$ cat src/rtl/value_seq_gen.sv
// Value sequence generator: after a start and a short warm-up, emits an up/down
// stepped WIDTH-bit stream over a valid/ready handshake, bounded or free-running.
module value_seq_gen #(
  parameter int WIDTH       = 4,
  parameter int HOLD_CYCLES = 2,
  parameter int CNT_W       = 8
) (
  input  logic             clk,
  input  logic             rst_n,
  input  logic             start,
  input  logic             abort,
  input  logic             up_dn,
  input  logic             sat_mode,
  input  logic [WIDTH-1:0] step,
  input  logic [WIDTH-1:0] init_val,
  input  logic [CNT_W-1:0] num_samples,
  output logic [WIDTH-1:0] out_val,
  output logic             out_valid,
  input  logic             out_ready,
  output logic             busy,
  output logic             done,
  output logic             wrapped,
  output logic [1:0]       state_dbg
);

  // Handshake: a sample transfers on any posedge where out_valid && out_ready.
  // out_valid never drops while waiting for ready, and out_val is stable until taken.

  localparam int WW = (HOLD_CYCLES > 1) ? $clog2(HOLD_CYCLES) : 1;

  typedef enum logic [1:0] {
    S_IDLE   = 2'd0,
    S_WARMUP = 2'd1,
    S_RUN    = 2'd2,
    S_DONE   = 2'd3
  } state_t;

  state_t           state_q,     state_d;
  logic [WIDTH-1:0] out_val_q,   out_val_d;
  logic             out_valid_q, out_valid_d;
  logic             busy_q,      busy_d;
  logic             done_q,      done_d;
  logic             wrapped_q,   wrapped_d;
  logic [CNT_W-1:0] cnt_q,       cnt_d;
  logic [WW-1:0]    warm_q,      warm_d;
  logic             up_q,        up_d;
  logic             sat_q,       sat_d;
  logic [WIDTH-1:0] step_q,      step_d;
  logic [CNT_W-1:0] num_q,       num_d;

  logic [WIDTH:0]   sum_w;
  logic [WIDTH:0]   diff_w;
  logic [WIDTH:0]   ext_w;
  logic             ovf;
  logic [WIDTH-1:0] next_val;
  logic             hs;
  logic             last_hs;

  // Bit WIDTH of the extended result is the carry (up) or the borrow (down).
  always_comb begin
    sum_w    = {1'b0, out_val_q} + {1'b0, step_q};
    diff_w   = {1'b0, out_val_q} - {1'b0, step_q};
    ext_w    = up_q ? sum_w : diff_w;
    ovf      = ext_w[WIDTH];
    next_val = ext_w[WIDTH-1:0];
    if (ovf && sat_q) begin
      next_val = up_q ? {WIDTH{1'b1}} : {WIDTH{1'b0}};
    end
  end

  assign hs      = out_valid_q && out_ready;
  assign last_hs = hs && (num_q != '0) && (cnt_q == num_q - CNT_W'(1));

  always_comb begin
    state_d     = state_q;
    out_val_d   = out_val_q;
    out_valid_d = out_valid_q;
    busy_d      = busy_q;
    done_d      = 1'b0;
    wrapped_d   = 1'b0;
    cnt_d       = cnt_q;
    warm_d      = warm_q;
    up_d        = up_q;
    sat_d       = sat_q;
    step_d      = step_q;
    num_d       = num_q;
    case (state_q)
      S_IDLE: begin
        if (start) begin
          up_d      = up_dn;
          sat_d     = sat_mode;
          step_d    = step;
          num_d     = num_samples;
          out_val_d = init_val;
          warm_d    = '0;
          cnt_d     = '0;
          busy_d    = 1'b1;
          state_d   = S_WARMUP;
        end
      end
      S_WARMUP: begin
        if (abort) begin
          busy_d  = 1'b0;
          cnt_d   = '0;
          state_d = S_IDLE;
        end else if (warm_q == WW'(HOLD_CYCLES - 1)) begin
          out_valid_d = 1'b1;
          state_d     = S_RUN;
        end else begin
          warm_d = warm_q + WW'(1);
        end
      end
      S_RUN: begin
        if (abort) begin
          out_valid_d = 1'b0;
          busy_d      = 1'b0;
          cnt_d       = '0;
          state_d     = S_IDLE;
        end else if (last_hs) begin
          // The final sample leaves out_val untouched so it still shows what was sent.
          out_valid_d = 1'b0;
          busy_d      = 1'b0;
          done_d      = 1'b1;
          cnt_d       = cnt_q + CNT_W'(1);
          state_d     = S_DONE;
        end else if (hs) begin
          cnt_d     = cnt_q + CNT_W'(1);
          out_val_d = next_val;
          wrapped_d = ovf;
        end
      end
      S_DONE: begin
        cnt_d   = '0;
        state_d = S_IDLE;
      end
      default: begin
        state_d = S_IDLE;
      end
    endcase
  end

  always_ff @(posedge clk or negedge rst_n) begin
    if (!rst_n) begin
      state_q     <= S_IDLE;
      out_val_q   <= '0;
      out_valid_q <= 1'b0;
      busy_q      <= 1'b0;
      done_q      <= 1'b0;
      wrapped_q   <= 1'b0;
      cnt_q       <= '0;
      warm_q      <= '0;
      up_q        <= 1'b0;
      sat_q       <= 1'b0;
      step_q      <= '0;
      num_q       <= '0;
    end else begin
      state_q     <= state_d;
      out_val_q   <= out_val_d;
      out_valid_q <= out_valid_d;
      busy_q      <= busy_d;
      done_q      <= done_d;
      wrapped_q   <= wrapped_d;
      cnt_q       <= cnt_d;
      warm_q      <= warm_d;
      up_q        <= up_d;
      sat_q       <= sat_d;
      step_q      <= step_d;
      num_q       <= num_d;
    end
  end

  assign out_val   = out_val_q;
  assign out_valid = out_valid_q;
  assign busy      = busy_q;
  assign done      = done_q;
  assign wrapped   = wrapped_q;
  assign state_dbg = state_q;

endmodule

$ cat config.mk
export PLATFORM = sky130hd
export DESIGN_NAME = value_seq_gen
export DESIGN_NICKNAME = d
export VERILOG_FILES = /design/src/rtl/value_seq_gen.sv
export SDC_FILE = /design/constraint.sdc
export NUM_CORES = 1
export LEC_CHECK = 0
export ABC_AREA = 0
export CORE_UTILIZATION = 35
export DETAILED_ROUTE_END_ITERATION = 6
export GPL_ROUTABILITY_DRIVEN = 0
export SYNTH_ARGS = -nofsm -noshare
export SYNTH_HDL_FRONTEND = slang
export SYNTH_SLANG_ARGS = --single-unit
$ cat constraint.sdc
create_clock -name clk -period 3.6 [get_ports clk]
set_input_delay 0.72 -clock clk [delete_from_list [all_inputs] [get_ports clk]]
set_output_delay 0.72 -clock clk [all_outputs]
set_load 0.05 [all_outputs]
Yosys cells after proc, flatten, opt, wreduce, memory -nomap -nowiden
Index checks and enable logic that the tools add are counted.
{ "totals": {"regBits": 33, "in_bits": 23, "wordCells": 87} }
{ "op_classes": {"n_eq_ne": 14, "reduce_logical": 17, "n_addsub": 5, "muxes": 39} }
{ "op_table": {"columns": ["op", "n"], "rows": [
  ["8-bit 2-to-1 mux", 5],
  ["8-bit one-hot mux with 4 select lines", 1],
  ["4-bit 2-to-1 mux", 6],
  ["1-bit 2-to-1 mux", 16],
  ["2-bit inequality test, second input constant", 7],
  ["2-bit 2-to-1 mux", 5],
  ["3-bit AND reduction", 3],
  ["8-bit by 1-bit adder with 8-bit output, second input constant", 1],
  ["8-bit == test", 1],
  ["2-bit one-hot mux with 4 select lines", 1],
  ["4-bit one-hot mux with 2 select lines", 1],
  ["4-bit AND reduction", 2],
  ["8-bit nonzero test", 1],
  ["8-bit by 1-bit subtractor with 8-bit output, second input constant", 1],
  ["3-bit inequality test, second input constant", 2],
  ["2-bit nonzero test", 3],
  ["4-bit by 4-bit adder with 5-bit output", 1],
  ["5-bit 2-to-1 mux", 1],
  ["5-bit AND reduction", 1],
  ["4-bit by 4-bit subtractor with 5-bit output", 1],
  ["2-bit == test, second input constant", 2],
  ["1-bit logical AND", 4],
  ["4-bit inequality test, second input constant", 1],
  ["1-bit one-hot mux with 2 select lines", 2],
  ["6 further kinds", 6]
]} }

Logic depth before layout (Yosys ltp)
{ "logic_depth": {"word_depth": 8, "mapped_depth": 11, "depth_no_buf": 11} }

Least setup slack after synthesis
OpenSTA, ideal clock, no wires.
{ "synth_timing": {"path_type": "register -> register", "startpoint": "register out_val_q[0], in the netlist out_val[0]", "endpoint": "register out_val_q[2], in the netlist out_val[2]", "synth_period_minus_slack_ps": 2584, "arrival_ps": 2459, "required_time_ps": 3475, "setup_slack_ps": 1016, "stages_incl_launch_ff": 10, "cell_sequence": "dfrtp_1 ha_1 inv_1 fa_1 nand2b_1 a21oi_1 xor2_1 nor4_1 a211oi_1 mux2_4"} }
{ "synth_via": {"elab_chain_len": 8, "elab_cells_between_ends": 9} }
{ "synth_rtl": {"columns": ["item", "line_no", "source"], "rows": [
  ["start: declaration", "39", "logic [WIDTH-1:0] out_val_q, out_val_d;"],
  ["start signal: assignment", "158", "out_val_q <= out_val_d;"],
  ["4-bit by 4-bit subtractor with 5-bit output or 4-bit by 4-bit adder with 5-bit output (tied branches)", "62, 61", null],
  ["5-bit 2-to-1 mux (*)", "63", "ext_w = up_q ? sum_w : diff_w;"],
  ["1-bit logical AND", "66", "if (ovf && sat_q) begin"],
  ["4-bit 2-to-1 mux (*)", "66", null],
  ["4-bit 2-to-1 mux (*)", "126", "end else if (hs) begin"],
  ["4-bit 2-to-1 mux (*)", "119", "end else if (last_hs) begin"],
  ["4-bit 2-to-1 mux (*)", "114", "if (abort) begin"],
  ["4-bit one-hot mux with 2 select lines (*)", "87", "case (state_q)"]
]} }
Every way passes the cells marked *; elsewhere a longest branch is shown, timed or not. The select of a mux whose other input is x is not followed.
A chain may end at the register's enable or synchronous reset.

Worst setup path after layout
{ "layout_timing": {"startpoint": "register step_q[0]", "endpoint": "register out_val_q[2], in the netlist out_val[2]"} }
{ "layout_via": {"elab_chain_len": 8, "elab_cells_between_ends": 9} }
{ "layout_rtl": {"columns": ["item", "line_no", "source"], "rows": [
  ["start: declaration", "48", "logic [WIDTH-1:0] step_q, step_d;"],
  ["start signal: assignment", "167", "step_q <= step_d;"],
  ["4-bit by 4-bit subtractor with 5-bit output or 4-bit by 4-bit adder with 5-bit output (tied branches)", "62, 61", null],
  ["5-bit 2-to-1 mux (*)", "63", null],
  ["1-bit logical AND", "66", null],
  ["4-bit 2-to-1 mux (*)", "66", null],
  ["4-bit 2-to-1 mux (*)", "126", null],
  ["4-bit 2-to-1 mux (*)", "119", null],
  ["4-bit 2-to-1 mux (*)", "114", null],
  ["4-bit one-hot mux with 2 select lines (*)", "87", null]
]} }
Marks and branches as above.

==> metrics.md <==
| Metric | Value |
|---|---|
| PwrDens | between 800 and 900 mW/mm^2 |
| CTS root buf | clkbuf_8 |
| Hold path cells | 1 |
| Post-route design area | about 0.0027 mm^2 |
| HPWL after DPL | about 3600 um |
| Gr usage total | 0.161 |
| FMAX | roughly 0.37 GHz |
| Most instantiated cells after synthesis | dfrtp_1 (33), nor2_1 (27), o21ai_0 (19) |
| CP Launch Type | flop |
| Post-Route Setup TNS | 0 ns |
| Syn_nets | about 270 |
| Via count | between 1500 and 2000 |
| Synthesized cell area | 0.00221 mm^2 |
| Final count of hold timing violations | 0 |
| Die Y | between 80 and 90 um |
| Type of the worst setup path | reg2reg |
| P_leak | approximately 1.2 nW |
| Yosys Warn Count | 0 |
| Drt drc | 0 |
| Hold crit path type | reg2reg |
| PostCTS Resize Cnt | 0 |
| Worst Tran Pin Value | approximately 0.65 ns |
| Total grt overflow | 0 |
| CTS hold repair buffers | 0 |
| Sequential area share after synthesis | 0.373 |
| First-pass iteration count of the detailed router | 4 |
| Layout Nets | approximately 310 |
| Mapped Cells | 232 |
| Row count | 28 |
| Top cells by area, synth | dfrtp_1 (37%), mux2_2 (7.6%), ha_1 (7.3%), nor2_1 (4.6%), o21ai_0 (4.3%) |
| Clk buf depth | 2 |
| Clk_lat worst skew | just under 0.3 ns |
| Vias in the first global route | around 1700 |
| Antenna diode count | 0 |
| Initial core utilization | 0.368 |
| ANT nets after route | 0 |
| IO Count | 33 |
| Core Footprint | around 0.006 mm^2 |
| Mean Syn Cell Area | roughly 9.5 um^2 |
| Peak VDD IR | 0.000603 V |
| Total wire length | 4860 um |
| Status | finished, final reports clean |
| WP data arrival | between 2 and 3 ns |
| Post-CTS Setup Inserts | 0 |
| Most common cell in the synthesized netlist | dfrtp_1 |
| # port buffers | 32 |
| DIE WIDTH | slightly above 80 um |
| CTS tree | done |
| Final Cycle Share | 0.761 |
| Fillers | slightly above 600 |
| Critical Path RT | around 3.8 ns |
| R2R depth | 11 |
| Via/cell ratio | ~5.1 |
| First-pass GRT wire length | 7960 um |
| Initial antenna violation count | 0 |
| Layout cells sized above 1 | 0.126 |
| #FFs+latches synth | 33 |
| Setup violators final | 0 |
| Synth Flop Type | dfrtp_1 |
| Rel. slew slack | 0.568 |
| Synth top area share | 0.373 |
| # Max-Cap Violations | 0 |
| Num CTS Buffers | 5 |
| Number of library cell types mapped by synthesis | 47 |
| EDFF count, synth | 0 |
| Wire per inst | roughly 14 um |
| Fin. max-slew vios | 0 |
| RSZ-0062 raised after global routing | no |
| Area grow syn2layout | 21.9% |
| Synth area leader | dfrtp_1 |
| Crit path time final | 2.74 ns |
| Type of element capturing the critical path | flop |
| Largest net degree at the start of global routing | 34 |
| Maximum fanout along the worst path | 4 |
| Clock Sinks | 33 |
| Worst Skew | about 0.0074 ns |
| CTS H-tree depth | 2 |
| Total power | 0.00241 W |
| Clk pin slew, worst setup/hold paths | roughly 0.070 ns |
| Die area | about 0.0066 mm^2 |
| Area post-placement | approximately 0.0026 mm^2 |
| DR iter-0 viols | 100 |
| Post-synth ARST share | 1.00 |
[layout by cell type, fill, tap and decap left out, types with 2 or more instances in the layout]
master / Yosys / layout
a21o_1: 2 / 2
a21oi_1: 7 / 7
a31oi_1: 4 / 4
and2_1: 3 / 3
and3_1: 3 / 3
clkbuf_8: 0 / 5
clkdlybuf4s50_1: 0 / 32
clkinv_2: 0 / 2
dfrtp_1: 33 / 33
ha_1: 13 / 13
inv_1: 17 / 17
mux2_2: 15 / 15
mux2_4: 3 / 3
mux2i_1: 2 / 2
nand2_1: 14 / 14
nand2b_1: 8 / 8
nand3_1: 4 / 4
nand4_1: 2 / 2
nor2_1: 27 / 27
nor2b_1: 3 / 3
nor3_1: 5 / 5
nor4_1: 3 / 3
o21ai_0: 19 / 19
o21ai_1: 2 / 2
o31ai_1: 4 / 4
o41ai_1: 2 / 2
xnor2_1: 6 / 6
xor2_1: 7 / 7
[final cells by class]
class	instances	area [um^2]	area share
inverter	17	63.8	0.0236
timing repair buffer	33	328	0.121
clock inverter	3	17.5	0.00649
clock buffer	5	68.8	0.0255
multi-input combinational	178	1300	0.482
tap	75	93.8	0.0348
sequential	33	826	0.306
[final timing paths]
check                      slack, ns      start          to
min in group asynchronous       0.84      rst_n    cnt_q[4]
min reg2reg                     0.52   cnt_q[7]    cnt_q[7]
max                             0.86  step_q[0]  out_val[2]
max reg2reg                     0.86  step_q[0]  out_val[2]
min                             0.52   cnt_q[7]    cnt_q[7]
max in group asynchronous       2.44      rst_n    num_q[2]
[sequential cells by signal, summed over array words and instances (netlist names), 2 cells and up]
register and cells:
state_dbg 2, cnt_q 8, out_val 4, step_q 4, num_q 8
[critical path, cell delays in order (launching register included)]
cell      delay [ns]
dfrtp_1         0.39
inv_1           0.06
ha_1            0.26
mux2_2          0.15
inv_1           0.05
fa_1            0.41
nand2b_1        0.16
a21oi_1         0.29
xor2_1          0.14
nor4_1          0.36
a211oi_1        0.09
mux2_4          0.27
[cells by family after synthesis]
group,share of synthesized area
fa+ha+maj,0.0825
xor+xnor,0.0514
buf+inv,0.0390
flops,0.373
mux,0.111
simple gates,0.195
compound gates,0.148
[per-stage QoR]
step	worst slack, ns	hold slack [ns]	cells	utilization
floorplan	1.02	0.424	232	-
global placement	0.908	0.499	336	0.434
detailed placement	0.853	0.502	336	0.434
CTS	0.848	0.522	344	0.448
global route	0.640	0.546	344	0.448
finish	0.861	0.518	344	0.448
[routing by layer]
metal / GRT usage / up-vias / wire (um)
li1: - / 890 / -
met1: 0.221 / 830 / 2400
met2: 0.253 / 36 / 2200
met3: 0.0300 / 7 / 202
met4: 0.0536 / 0 / 55
met5: 0 / - / 0
[power by group]
| group | total, W | internal (W) | switching [W] |
|---|---|---|---|
| Sequential | 0.000688 | 0.000504 | 0.000184 |
| Clock | 0.000284 | 0.000133 | 0.000150 |
| Combinational | 0.00144 | 0.000651 | 0.000788 |
| Total | 0.00241 | 0.00129 | 0.00112 |
Note: power is estimated with default switching activity, not from simulation.
